--- config.mk ---
export PLATFORM = sky130hd
export DESIGN_NAME = divisor_secuencial
export DESIGN_NICKNAME = d
export VERILOG_FILES = /design/src/rtl/divisor_secuencial.sv
export SDC_FILE = /design/constraint.sdc
export NUM_CORES = 1
export LEC_CHECK = 0
export ABC_AREA = 1
export CORE_MARGIN = 4
export CORE_UTILIZATION = 25
export DETAILED_ROUTE_END_ITERATION = 16
export GPL_TIMING_DRIVEN = 0
export SLEW_MARGIN = 25
export SYNTH_ARGS = -nofsm -noshare
export SYNTH_HDL_FRONTEND = slang
export SYNTH_SLANG_ARGS = --single-unit
--- constraint.sdc ---
create_clock -name clk -period 1.8 [get_ports clk]
set_clock_uncertainty 0.15 [all_clocks]
set_input_delay 0.27 -clock clk [delete_from_list [all_inputs] [get_ports clk]]
set_output_delay 0.27 -clock clk [all_outputs]
set_load 0.02 [all_outputs]
--- src/rtl/divisor_secuencial.sv ---
// rtl/divisor_secuencial.sv - multi-cycle unsigned restoring divider, one quotient bit per clock
module divisor_secuencial #(
  parameter int N = 8
) (
  input  logic         clk,
  input  logic         rst_n,
  input  logic         start,
  input  logic [N-1:0] dividendo,
  input  logic [N-1:0] divisor,
  output logic         busy,
  output logic         done,
  output logic [N-1:0] cociente,
  output logic [N-1:0] residuo,
  output logic         div_cero
);

  localparam int CW = $clog2(N + 1);

  typedef enum logic {
    IDLE = 1'b0,
    CALC = 1'b1
  } state_t;

  state_t         state_q, state_d;
  logic [N:0]     r_q, r_d;
  logic [N-1:0]   q_q, q_d;
  logic [N-1:0]   d_q, d_d;
  logic [CW-1:0]  cnt_q, cnt_d;
  logic           busy_q, busy_d;
  logic           done_q, done_d;
  logic [N-1:0]   cociente_q, cociente_d;
  logic [N-1:0]   residuo_q, residuo_d;
  logic           div_cero_q, div_cero_d;

  // Shifted partial remainder and the N+1-bit trial subtraction; the MSB is the borrow.
  logic [N:0]     shifted;
  logic [N:0]     trial;

  // Next-state and datapath: load on start, one restoring step per CALC cycle.
  always_comb begin
    state_d    = state_q;
    r_d        = r_q;
    q_d        = q_q;
    d_d        = d_q;
    cnt_d      = cnt_q;
    busy_d     = busy_q;
    done_d     = 1'b0;
    cociente_d = cociente_q;
    residuo_d  = residuo_q;
    div_cero_d = div_cero_q;
    shifted    = {r_q[N-1:0], q_q[N-1]};
    trial      = shifted - {1'b0, d_q};

    case (state_q)
      IDLE: begin
        if (start) begin
          if (divisor != '0) begin
            d_d        = divisor;
            q_d        = dividendo;
            r_d        = '0;
            cnt_d      = CW'(N);
            busy_d     = 1'b1;
            div_cero_d = 1'b0;
            state_d    = CALC;
          end else begin
            // Divide by zero finishes immediately without entering CALC.
            cociente_d = '1;
            residuo_d  = dividendo;
            div_cero_d = 1'b1;
            done_d     = 1'b1;
          end
        end
      end
      CALC: begin
        if (trial[N]) begin
          r_d = shifted;
        end else begin
          r_d = trial;
        end
        q_d   = {q_q[N-2:0], ~trial[N]};
        cnt_d = cnt_q - CW'(1);
        if (cnt_q == CW'(1)) begin
          cociente_d = q_d;
          residuo_d  = r_d[N-1:0];
          done_d     = 1'b1;
          busy_d     = 1'b0;
          state_d    = IDLE;
        end
      end
      default: begin
        state_d = IDLE;
      end
    endcase
  end

  // State and result registers; reset abandons any sequence in progress.
  always_ff @(posedge clk or negedge rst_n) begin
    if (!rst_n) begin
      state_q    <= IDLE;
      r_q        <= '0;
      q_q        <= '0;
      d_q        <= '0;
      cnt_q      <= '0;
      busy_q     <= 1'b0;
      done_q     <= 1'b0;
      cociente_q <= '0;
      residuo_q  <= '0;
      div_cero_q <= 1'b0;
    end else begin
      state_q    <= state_d;
      r_q        <= r_d;
      q_q        <= q_d;
      d_q        <= d_d;
      cnt_q      <= cnt_d;
      busy_q     <= busy_d;
      done_q     <= done_d;
      cociente_q <= cociente_d;
      residuo_q  <= residuo_d;
      div_cero_q <= div_cero_d;
    end
  end

  assign busy     = busy_q;
  assign done     = done_q;
  assign cociente = cociente_q;
  assign residuo  = residuo_q;
  assign div_cero = div_cero_q;

endmodule

# Yosys cells after proc, flatten, opt, wreduce, memory -nomap -nowiden
# Index checks and enable logic that the tools add are counted.
# classes
n_mux	30
shift	0
order_cmp	0
n_reduce_logical	6
n_eq_ne	5
n_bitwise	2
n_mul	0
n_div	0
add_sub_neg	2
# op_table
operator	count
$mux W8	11
$pmux W8 S2	4
$mux W1	9
$reduce_and A3 Y1	3
$sub A9 B8 Y9	1
$mux W4	2
$pmux W4 S2	1
$reduce_bool A8 Y1	1
$ne A2 B2 Y1 const B	3
$pmux W1 S2	3
$eq A4 B1 Y1 const B	1
$reduce_and A2 Y1	2
$sub A4 B1 Y4 const B	1
$ne A2 B1 Y1 const B	1
$not A1 Y1	2
# word_totals
elab_cells	55
inputBits	19
latchBits	0
ff_bits	48
mem_bits_rw	0
n_memories	0
rom_bits	0

# Depth between registers and ports, before layout
# logic_depth
word_depth	4
depth_mapped	14
ltp_nobuf	14

# Worst setup path after synthesis
# OpenSTA, ideal clock, no wires.
# synth_timing
kind	reg-to-reg
from	register q_q[7]
to	register residuo_q[7], in the netlist residuo[7]
required_ps	1537
path_stages_with_launch	15
setup_slack_ps	-166
n_path_buf	0
arrival_time_ps	1704
setup_time_ps	113
synth_period_minus_slack_ps	1966
path_cell_list	dfrtp_1 -> inv_1 -> ha_1 -> inv_1 -> fa_1 -> nand2_1 -> nand2_2 -> nand3_2 -> nand2_2 -> nand2_2 -> nand2_4 -> nand3_1 -> nand3_1 -> nand2_1 -> inv_1
# synth_between
elab_chain_cells	4
# synth_lines
element	line	text
from (decl)	26	logic [N-1:0] q_q, q_d;
from (signal assigned)	112	q_q <= q_d;
$sub A9 B8 Y9	52	trial = shifted - {1'b0, d_q};
$mux W8	75	if (trial[N]) begin
$mux W8	82	if (cnt_q == CW'(1)) begin
$pmux W8 S2	54	case (state_q)
to (signal assigned)	118	residuo_q <= residuo_d;
to (decl)	32	logic [N-1:0] residuo_q, residuo_d;
# No other way between the ends. The select of a mux whose other input is x is not followed.
# A chain may end at the register's enable or synchronous reset.

# Final worst setup path
# layout_timing
from	register q_q[7]
to	register residuo_q[4], in the netlist residuo[4]
# Same word-level chain as after synthesis.

==> impl_metrics.ini <==
[hold_path]
min_to = d_q[2]$_DFFE_PN0P_
hold_start = divisor[2]
holdCritPathClass = in2reg
whs_path_depth = 3

[timing]
fin_crit_ns = 2.114
slew_violations = 0
setup_violations = 18
fmax_mhz = 473.0
relSlewSlack_pct = 59.10
worstMarginPinSlew_ns = 0.6135
finalWorstSetupSlack_ns = -0.3142
rsz0062_at_grt = true
hold_violations = 0
fin_crit_sh_pct = 117.5

[critical_path]
worstPathArrival_ns = 2.18
cp_slowest_cell = dfrtp_1
worstSetupEndpointType = flip-flop
reg2reg_slack_ns = -0.31
reg2reg_depth = 15
required_ns = 1.86
max_stage_delay_ns = 0.40
path_cells = inv_2 -> ha_4 -> inv_4 -> fa_2 -> nand2_2 -> nand2_2 -> nand3_4 -> nand2_4 -> nand2_4 -> nand2_8 -> buf_6 -> nand3_2 -> nand3_2 -> nand2_1 -> inv_1
worstSetupPathType = reg2reg
worstReg2RegStart = q_q[7]$_DFFE_PN0P_
rr_endpoint = residuo[4]$_DFFE_PN0P_
startpoint_type = flip-flop
cp_max_fo = 6

[clock_network]
cts_htree_levels = 2
clk_pin_slew_ns = 0.09
cts_made_buffers = 5
cts_tree = done
clkSinkCount = 48
clockRootBuffer = clkbuf_8
clock_path_buffers = 2
worstSkewPairLatency_ns = 0.31

[layout]
fillers = 1091
final_common_cell = nand2_1
layout_common_cells = nand2_1 (72), dfrtp_1 (48), inv_1 (45), clkdlybuf4s50_1 (28), nor2_1 (27)
multi_input_area_sq_um = 1358
area_growth_syn_to_layout_pct = 35.49
seq_area_sq_um = 1201
drive_gt1_share_pct = 22.02
antenna_cells = 0
design_area_sq_um = 3568
nets = 416

[die]
core_area_sq_um = 10280
start_util_pct = 25.63
die_h_microns = 110.6
fp.dieW_microns = 110.6
rows = 37
ioPinCount = 38
dieArea_sq_um = 12240

[placed_design]
dpl.hpwl_microns = 4678
dpl-instance-area_sq_um = 3174
place.gp.congestion = 0.7888
portBuffers = 37
pre_cts_ws_ns = -0.3616

[logic_synthesis]
synth_top_family_by_area = simple AND/OR/NAND/NOR gates
yosysSeqAreaShare_pct = 45.61
syn_area_sq_um = 2634
synthTopCellsByArea = dfrtp_1 (46%), nand2_1 (10%), inv_1 (6.7%), nand3_1 (6.7%), ha_1 (4.8%)
synth_xor_area_share_pct = 0.9976
synthDominantCellAreaShare_pct = 45.61
syn-instance-count = 328
synthSimpleGateAreaFrac_pct = 29.98
synth_compound_area_share_pct = 8.124
yosys_warnings = 0
synthMuxAreaShare_pct = 0
synth_seq_cells = 48
yosysTopAreaCell = dfrtp_1
synth.avg_cell_area_sq_um = 8.030
synth_cell_types = 31
synth_nets = 358
synth_fa_ha_area_share_pct = 5.511

[route]
routed_wl_microns = 6488
num_vias = 2238
drc = 0
drtAntennaViolNets = 0
vias_per_cell = 4.287
drtPass1Iterations = 4
wl_per_cell_microns = 12.43
drt_iter0_drc = 63

[status]
violations = setup timing
status = complete, but fails checks

[global_route]
gr-usage-all-layers_pct = 11.14
antenna_found_initial = 0
grt_pass1_wl_microns = 11430
grt_max_degree = 49
grt_pass1_vias = 2399
grt_overflow = 0

[pwr]
peakVddDrop_mv = 0.6149
power_density_nw_per_um2 = 2067
p_leak_uw = 0.001765

[job]
maxCapViolations = 0
## how the worst max path moves through the flow
stage / depth (start not counted) / to / slack, ns / start
2_1_floorplan: 14 / residuo[7]$_DFFE_PN0P_ / -0.11 / q_q[7]$_DFFE_PN0P_
3_3_place_gp: 1 / d_q[5]$_DFFE_PN0P_ / -1.13 / rst_n
3_5_place_dp: 11 / residuo[1]$_DFFE_PN0P_ / -0.36 / divisor[7]
4_1_cts: 15 / residuo[4]$_DFFE_PN0P_ / -0.31 / q_q[7]$_DFFE_PN0P_
5_1_grt: 14 / residuo[4]$_DFFE_PN0P_ / -0.40 / q_q[7]$_DFFE_PN0P_
6_report: 15 / residuo[4]$_DFFE_PN0P_ / -0.31 / q_q[7]$_DFFE_PN0P_
## routing by layer
layer | global-route usage [%] | vias up | share of wire [%]
li1 | - | 1151 | -
met2 | 18.12 | 45 | 46
met4 | 2.545 | 0 | 0.89
met3 | 2.575 | 7 | 4.0
met5 | 0 | - | 0
met1 | 15.06 | 1035 | 49
## sequential cells by signal, indices dropped and copies added, names as in the netlist
name / cells
residuo: 8
q_q: 8
state_q: 1
r_q: 8
busy: 1
cociente: 8
d_q: 8
done: 1
div_cero: 1
cnt_q: 4
## power by group
part	internal (uW)	leakage, uW	switching (uW)
combinational	2000	0.00115	2800
sequential	1620	0.000572	321
clock	264	0.0000400	372
## metrics by stage
stage | power, uW | util (%) | setup TNS, ns | std cells | hold WS (ns)
finish | 7375 | 34.72 | -4.147 | 522 | 0.05873
global route | 8097 | 34.72 | -5.822 | 522 | 0.08548
CTS | 7226 | 33.80 | -4.156 | 517 | 0.3341
detailed placement | 5879 | 30.89 | -9.217 | 501 | 0.1822
global placement | 5774 | 30.91 | -62.26 | 501 | 0.3060
floorplan | 4750 | - | -1.139 | 328 | -0.1756
## critical path: cells and delay by family, from the launching register on
family | cells | cell delay, ns
buf+inv | 4 | 0.28
flops | 1 | 0.40
simple gates | 9 | 0.68
fa+ha+maj | 2 | 0.48
## Yosys cell counts, drive strengths merged
master  count
a21oi      13
nand4       3
inv        51
clkinv      1
nor2       32
fa          1
a31oi       2
o22ai       3
or2         8
o211ai      1
nand2      82
o21ai      19
xor2        2
nor3        3
nand3      40
ha         10
buf         8
dfrtp      48
xnor2       1
## timing repair
action	4_1_cts	5_1_grt
hold buffers	1	0
endpoints found under the hold margin	48	0
pin swaps	13	13
cloned	1	0
gates resized for setup	32	17
setup endpoints to repair	18	25
buffers inserted	7	5
## layout make-up
| cell class | instances | share of cell area [%] |
|---|---|---|
| Buffer | 8 | 1.753 |
| Clock buffer | 5 | 1.928 |
| Clock inverter | 2 | 0.3506 |
| Inverter | 52 | 5.610 |
| Multi-Input combinational cell | 221 | 38.04 |
| Sequential cell | 48 | 33.66 |
| Tap cell | 136 | 4.769 |
| Timing Repair Buffer | 50 | 13.88 |
## kinds of logic (layout without fill, tap and decap cells)
logic type	Yosys count	count (layout)
and+or+nand+nor	168	169
xor gates and xnor gates	3	3
AOI/OAI and AO/OA	38	38
buffers and inverters	60	117
adders and majority gates	11	11
DFF	48	48
Power figures use the tool's default switching activity.
